**config.mk**
```make
export PLATFORM = sky130hd
export DESIGN_NAME = pipeline_ctrl
export DESIGN_NICKNAME = d
export VERILOG_FILES = /design/src/rtl/pipeline_ctrl_pkg.sv /design/src/rtl/pipeline_ctrl_sat_counter.sv /design/src/rtl/pipeline_ctrl.sv
export SDC_FILE = /design/constraint.sdc
export NUM_CORES = 1
export LEC_CHECK = 0
export BUFFER_PORTS_ARGS = -buffer_cell sky130_fd_sc_hd__buf_4
export CORE_AREA = 2 2 93 95
export DETAILED_ROUTE_END_ITERATION = 16
export DIE_AREA = 0 0 95 97
export GPL_ROUTABILITY_DRIVEN = 0
export GPL_TIMING_DRIVEN = 0
export PLACE_DENSITY_LB_ADDON = 0.12
export SETUP_SLACK_MARGIN = 0.1
export SYNTH_ARGS = -nofsm -noshare
export SYNTH_HDL_FRONTEND = slang
export SYNTH_SLANG_ARGS = --single-unit
```
**constraint.sdc**
```tcl
create_clock -name clk -period 1.9 [get_ports clk]
set_input_delay 0.19 -clock clk [delete_from_list [all_inputs] [get_ports clk]]
set_output_delay 0.19 -clock clk [all_outputs]
set_load 0.03 [all_outputs]
```
**src/rtl/pipeline_ctrl_pkg.sv**
```systemverilog
// Shared types and defaults for the pipeline hazard/sequencing controller.
// Imported by the controller and its perf-counter sub-module.
package pipeline_ctrl_pkg;

    localparam int MDU_MAX_CYCLES_DEF = 34;

    typedef enum logic [1:0] {
        PC_PLUS4  = 2'd0,
        PC_JUMP   = 2'd1,
        PC_BRANCH = 2'd2
    } pc_sel_t;

    typedef enum logic {
        RUN      = 1'b0,
        MDU_WAIT = 1'b1
    } pctrl_state_t;

endpackage

```
**src/rtl/pipeline_ctrl_sat_counter.sv**
```systemverilog
// Up-counter that sticks at all-ones instead of wrapping.
// Used for the stall and flush performance counters.
module sat_counter #(
    parameter int WIDTH = 32
) (
    input  logic             clk,
    input  logic             rst_n,
    input  logic             inc_i,
    output logic [WIDTH-1:0] count_o
);

    always_ff @(posedge clk or negedge rst_n) begin
        if (!rst_n)
            count_o <= '0;
        else if (inc_i && (count_o != '1))
            count_o <= count_o + WIDTH'(1);
    end

endmodule

```
**src/rtl/pipeline_ctrl.sv**
```systemverilog
// Hazard and sequencing controller: load-use stall, jump/branch redirect,
// MDU wait with timeout, and saturating stall/flush counters.
module pipeline_ctrl
    import pipeline_ctrl_pkg::*;
#(
    parameter int CNT_WIDTH      = 32,
    parameter int MDU_MAX_CYCLES = MDU_MAX_CYCLES_DEF,
    parameter int REG_ADDR_W     = 5
) (
    input  logic                  clk,
    input  logic                  rst_n,
    input  logic [REG_ADDR_W-1:0] id_rs1_addr_i,
    input  logic [REG_ADDR_W-1:0] id_rs2_addr_i,
    input  logic                  id_rs1_used_i,
    input  logic                  id_rs2_used_i,
    input  logic                  id_jump_i,
    input  logic                  ex_load_i,
    input  logic [REG_ADDR_W-1:0] ex_rd_addr_i,
    input  logic                  ex_mdu_start_i,
    input  logic                  mdu_done_i,
    input  logic                  ex_branch_taken_i,
    output logic [1:0]            pc_sel_o,
    output logic                  pc_stall_o,
    output logic                  if_id_stall_o,
    output logic                  if_id_flush_o,
    output logic                  id_ex_bubble_o,
    output logic                  ex_mem_bubble_o,
    output logic                  mdu_err_o,
    output logic [CNT_WIDTH-1:0]  stall_cnt_o,
    output logic [CNT_WIDTH-1:0]  flush_cnt_o
);

    localparam int WAIT_W = $clog2(MDU_MAX_CYCLES);

    pctrl_state_t      state;
    pctrl_state_t      state_next;
    logic [WAIT_W-1:0] wait_cnt;
    logic              err;
    logic              hazard;
    logic              waiting;
    logic              timeout;
    pc_sel_t           sel;

    assign hazard = ex_load_i && (ex_rd_addr_i != '0) &&
                    ((id_rs1_used_i && (id_rs1_addr_i == ex_rd_addr_i)) ||
                     (id_rs2_used_i && (id_rs2_addr_i == ex_rd_addr_i)));

    // Once done is seen the stall drops and the RUN rules apply that cycle.
    assign waiting = (state == MDU_WAIT) && !mdu_done_i;
    assign timeout = waiting && (wait_cnt == WAIT_W'(MDU_MAX_CYCLES - 1));

    always_ff @(posedge clk or negedge rst_n) begin
        if (!rst_n)
            state <= RUN;
        else
            state <= state_next;
    end

    always_comb begin
        state_next = state;
        unique case (state)
            RUN: begin
                if (ex_mdu_start_i && !mdu_done_i && !ex_branch_taken_i)
                    state_next = MDU_WAIT;
            end
            MDU_WAIT: begin
                if (mdu_done_i || timeout)
                    state_next = RUN;
            end
            default: state_next = RUN;
        endcase
    end

    always_ff @(posedge clk or negedge rst_n) begin
        if (!rst_n) begin
            wait_cnt <= '0;
            err      <= 1'b0;
        end else begin
            if (state == RUN)
                wait_cnt <= '0;
            else
                wait_cnt <= wait_cnt + WAIT_W'(1);
            if (timeout)
                err <= 1'b1;
        end
    end

    always_comb begin
        sel             = PC_PLUS4;
        pc_stall_o      = 1'b0;
        if_id_stall_o   = 1'b0;
        if_id_flush_o   = 1'b0;
        id_ex_bubble_o  = 1'b0;
        ex_mem_bubble_o = 1'b0;
        if (rst_n) begin
            if (waiting) begin
                pc_stall_o      = 1'b1;
                if_id_stall_o   = 1'b1;
                ex_mem_bubble_o = 1'b1;
            end else if (ex_branch_taken_i) begin
                sel            = PC_BRANCH;
                if_id_flush_o  = 1'b1;
                id_ex_bubble_o = 1'b1;
            end else if (hazard) begin
                // JALR may read the loaded register, so the jump waits too.
                pc_stall_o     = 1'b1;
                if_id_stall_o  = 1'b1;
                id_ex_bubble_o = 1'b1;
            end else if (id_jump_i) begin
                sel           = PC_JUMP;
                if_id_flush_o = 1'b1;
            end
        end
    end

    assign pc_sel_o  = sel;
    assign mdu_err_o = err;

    sat_counter #(.WIDTH(CNT_WIDTH)) u_stall_cnt (
        .clk     (clk),
        .rst_n   (rst_n),
        .inc_i   (pc_stall_o),
        .count_o (stall_cnt_o)
    );

    sat_counter #(.WIDTH(CNT_WIDTH)) u_flush_cnt (
        .clk     (clk),
        .rst_n   (rst_n),
        .inc_i   (if_id_flush_o),
        .count_o (flush_cnt_o)
    );

    a_branch_mdu: assert property (@(posedge clk) disable iff (!rst_n)
        !(ex_branch_taken_i && ex_mdu_start_i));

endmodule

```
==> metrics.txt <==
Final #Nets=572; Port Buffers=95; Pleak=0.00317 uW; max incr delay on CP=450 ps; number of synthesized flops with an enable pin=0; detailed-placement wirelength estimate=6020 um; Synth Area in Compound Gates=2.47%; die height=97 um; H-tree Lvls=3; setup TNS=-1070 ps; area share of fa/ha/maj cells after synthesis=1.39%; Critical Path Sink Type=register; Worst Clk Skew=8.39 ps; HP Class=in -> async; placed insts=543; CP startpoint=u_stall_cnt.count_o[20]; layout cells sized above 1=62.7%; synth unique cells=40; critical path class=reg -> reg; vias post-DR=3482; CP endpoint=u_stall_cnt.count_o[10]; wire per inst=17.1 um; worst r2r dst=u_stall_cnt.count_o[10]; Post-CTS Hold Fix Bufs=1; outcome=complete, but fails checks; initial core utilization=44.3%; WHS=-158 ps; sequential cell area=0.00185 mm2; Tmin final=1980 ps; Core Box Area=0.00813 mm2; worst skew pair latency=350 ps; RSZ-0062 raised after global routing=true; violated checks=negative hold slack, negative setup slack; Peak VDD IR=0.805 mV; mux cell area share after synthesis=0.625%; Max clock buf depth=2; YS warnings=0; Most used DFF post-synth=dfrtp_1; DIE AREA=0.00922 mm2; Die X=95 um; Layout fillers=506; initial DRC count=162; Vias per Instance=5.32; fmax=0.504 GHz; flops & latches, synth=72; Overall Global Routing Usage=23.0%; Max Cap Viol=0; area delta synth->final=75.2%; Slew @ Worst Pin=617 ps; DRT Wirelength=11200 um; Critical R2R Launch=u_stall_cnt.count_o[20]; Critical Path RT=2130 ps; initial antenna violation count=0; sequential area share after synthesis=50.0%; cell row count=33; Async SR Flop Fraction=100%; largest net degree at the start of global routing=78; Reg2Reg Depth=7; Pre-antenna DRT Iters=4; flop-to-flop setup slack=-80 ps; startpoint types=register; area of the multi-input gates=0.00244 mm2; synthesized net count=371; n_diodes=0; I/O pin total=96; max-slew headroom at the worst pin=58.9%; fin worst setup slack=-82.6 ps; antenna-violating nets left=0; vias in the first global route=3332; remaining global-route overflow=0; Final setup viols=22; main combinational cell family by area after synthesis=simple AND/OR/NAND/NOR gates; Synth Area per Inst=10.5 um2; Slowest-stage cell, CP=or3_4; Final Hold Fails=72; total clock buffers created by CTS=9; Simple-Gate Fraction of Synth Area=25.2%; Power Density=728 mW/mm2; CTS tree=yes; Gate Count Post-Synth=343; max-slew violations=0; post-synthesis cell area=0.00360 mm2; crit-path cells=and3_4, nand4_1, or3_4, o21ai_4, buf_8, nor3_4, xor2_1; crit-path max FO=5; final worst path period share=104%; Clock Tree Root=clkbuf_8; number of cells in the finished layout apart from fillers=654; CP Data Arrival Time=2210 ps; clock-pin transition on the worst setup and hold timing paths=80 ps; global-route wire length before repair=16700 um; XOR/XNOR Fraction of Synth Area=18.2%; TritonCTS Sinks=72; Post-route DRC=0
## cells by family (layout without fill, tap and decap cells)
family | after synthesis | in the layout
and+or+nand+nor | 162 | 162
xor gates and xnor gates | 75 | 75
DFF | 72 | 72
buffers and inverters | 16 | 222
AOI/OAI and AO/OA | 12 | 12
adders and majority gates | 4 | 4
muxes | 2 | 2
## cell usage after synthesis (2+ instances only)
cell type	count	share of area, %
nand2_1	26	2.7
nor3_1	12	1.7
xnor2_1	41	10
and3_1	15	2.6
xor2_1	34	8.3
and4_1	4	0.97
inv_1	10	1.0
nand3_1	36	5.0
nor4_1	3	0.52
or4_1	2	0.42
and2_1	5	0.87
mux2_1	2	0.62
buf_2	3	0.42
a21o_1	2	0.42
or3_1	2	0.35
nor2b_1	3	0.52
nor4_2	2	0.69
ha_1	4	1.4
nand4_1	18	3.1
nor2_1	21	2.2
a21oi_1	2	0.28
nor4b_1	2	0.49
dfrtp_1	72	50
nor3_2	6	1.7
## timing repair
item	CTS	global route
endpoints found under the hold margin	73	72
gates resized for setup	74	62
setup buffers	61	29
setup endpoints to repair	67	64
pin swaps	43	46
cloned	4	0
## layer usage
metal	track usage (%)	wire, um
met3	4.05	672
met1	30.2	4410
met4	7.13	221
met5	0	0
met2	38.5	5890
## critical path, delay by kind of cell, from the launching register on
family          cells  cell delay (ps)
simple gates        4              820
flops               1              380
compound gates      1              300
buf+inv             1              190
xor+xnor            1              170
## through the flow
stage          setup slack, ps  total power (uW)  utilization (%)  cell area [um2]  hold slack (ps)
2_1_floorplan             -102              2340                -             3800             -106
3_3_place_gp              -469              2680             57.1             4640              349
3_5_place_dp              -483              2690             57.1             4640              350
4_1_cts                  -17.9              4430             71.0             5780             -120
5_1_grt                   -160              4790             77.6             6310            -99.6
6_report                 -82.6              4600             77.6             6310             -158
## worst min path at each step
stage,end,from,slack [ps],cells past startpoint
after floorplan,mdu_err_o,rst_n,-110,0
after global placement,state,mdu_done_i,350,2
after detailed placement,state,mdu_done_i,350,2
after CTS,wait_cnt[5],rst_n,-120,1
after global routing,wait_cnt[4],rst_n,-100,1
final,wait_cnt[3],rst_n,-160,1
## cells in the final DEF, fill, tap and decap left out, types with 13 or more instances in the layout
cell,Yosys,final
nand2_1,26,19
xor2_1,34,34
dfrtp_1,72,33
nor3_4,0,15
xnor2_1,41,30
dfrtp_2,0,39
buf_4,1,173
nand3_1,36,22
nand4_1,18,18
clkbuf_8,0,13
## sequential cells by signal, summed over array words and instances, names as in the netlist
register,flops
wait_cnt,6
u_flush_cnt.count_o,32
mdu_err_o,1
u_stall_cnt.count_o,32
state,1
## cell type report
| class | count | share of cell area (%) |
|---|---|---|
| clock buffers | 14 | 2.74 |
| well taps | 105 | 2.08 |
| plain buffers | 6 | 1.13 |
| repair buffers | 190 | 24.4 |
| multi-input cells | 255 | 38.7 |
| clock inverters | 2 | 0.951 |
| flip-flops and latches | 72 | 29.3 |
| inverters | 10 | 0.634 |
## where the power goes
| group | switching [uW] | internal, uW |
|---|---|---|
| sequential | 134 | 1660 |
| combinational | 737 | 634 |
| clock | 580 | 850 |
(Power assumes the default switching activity.)
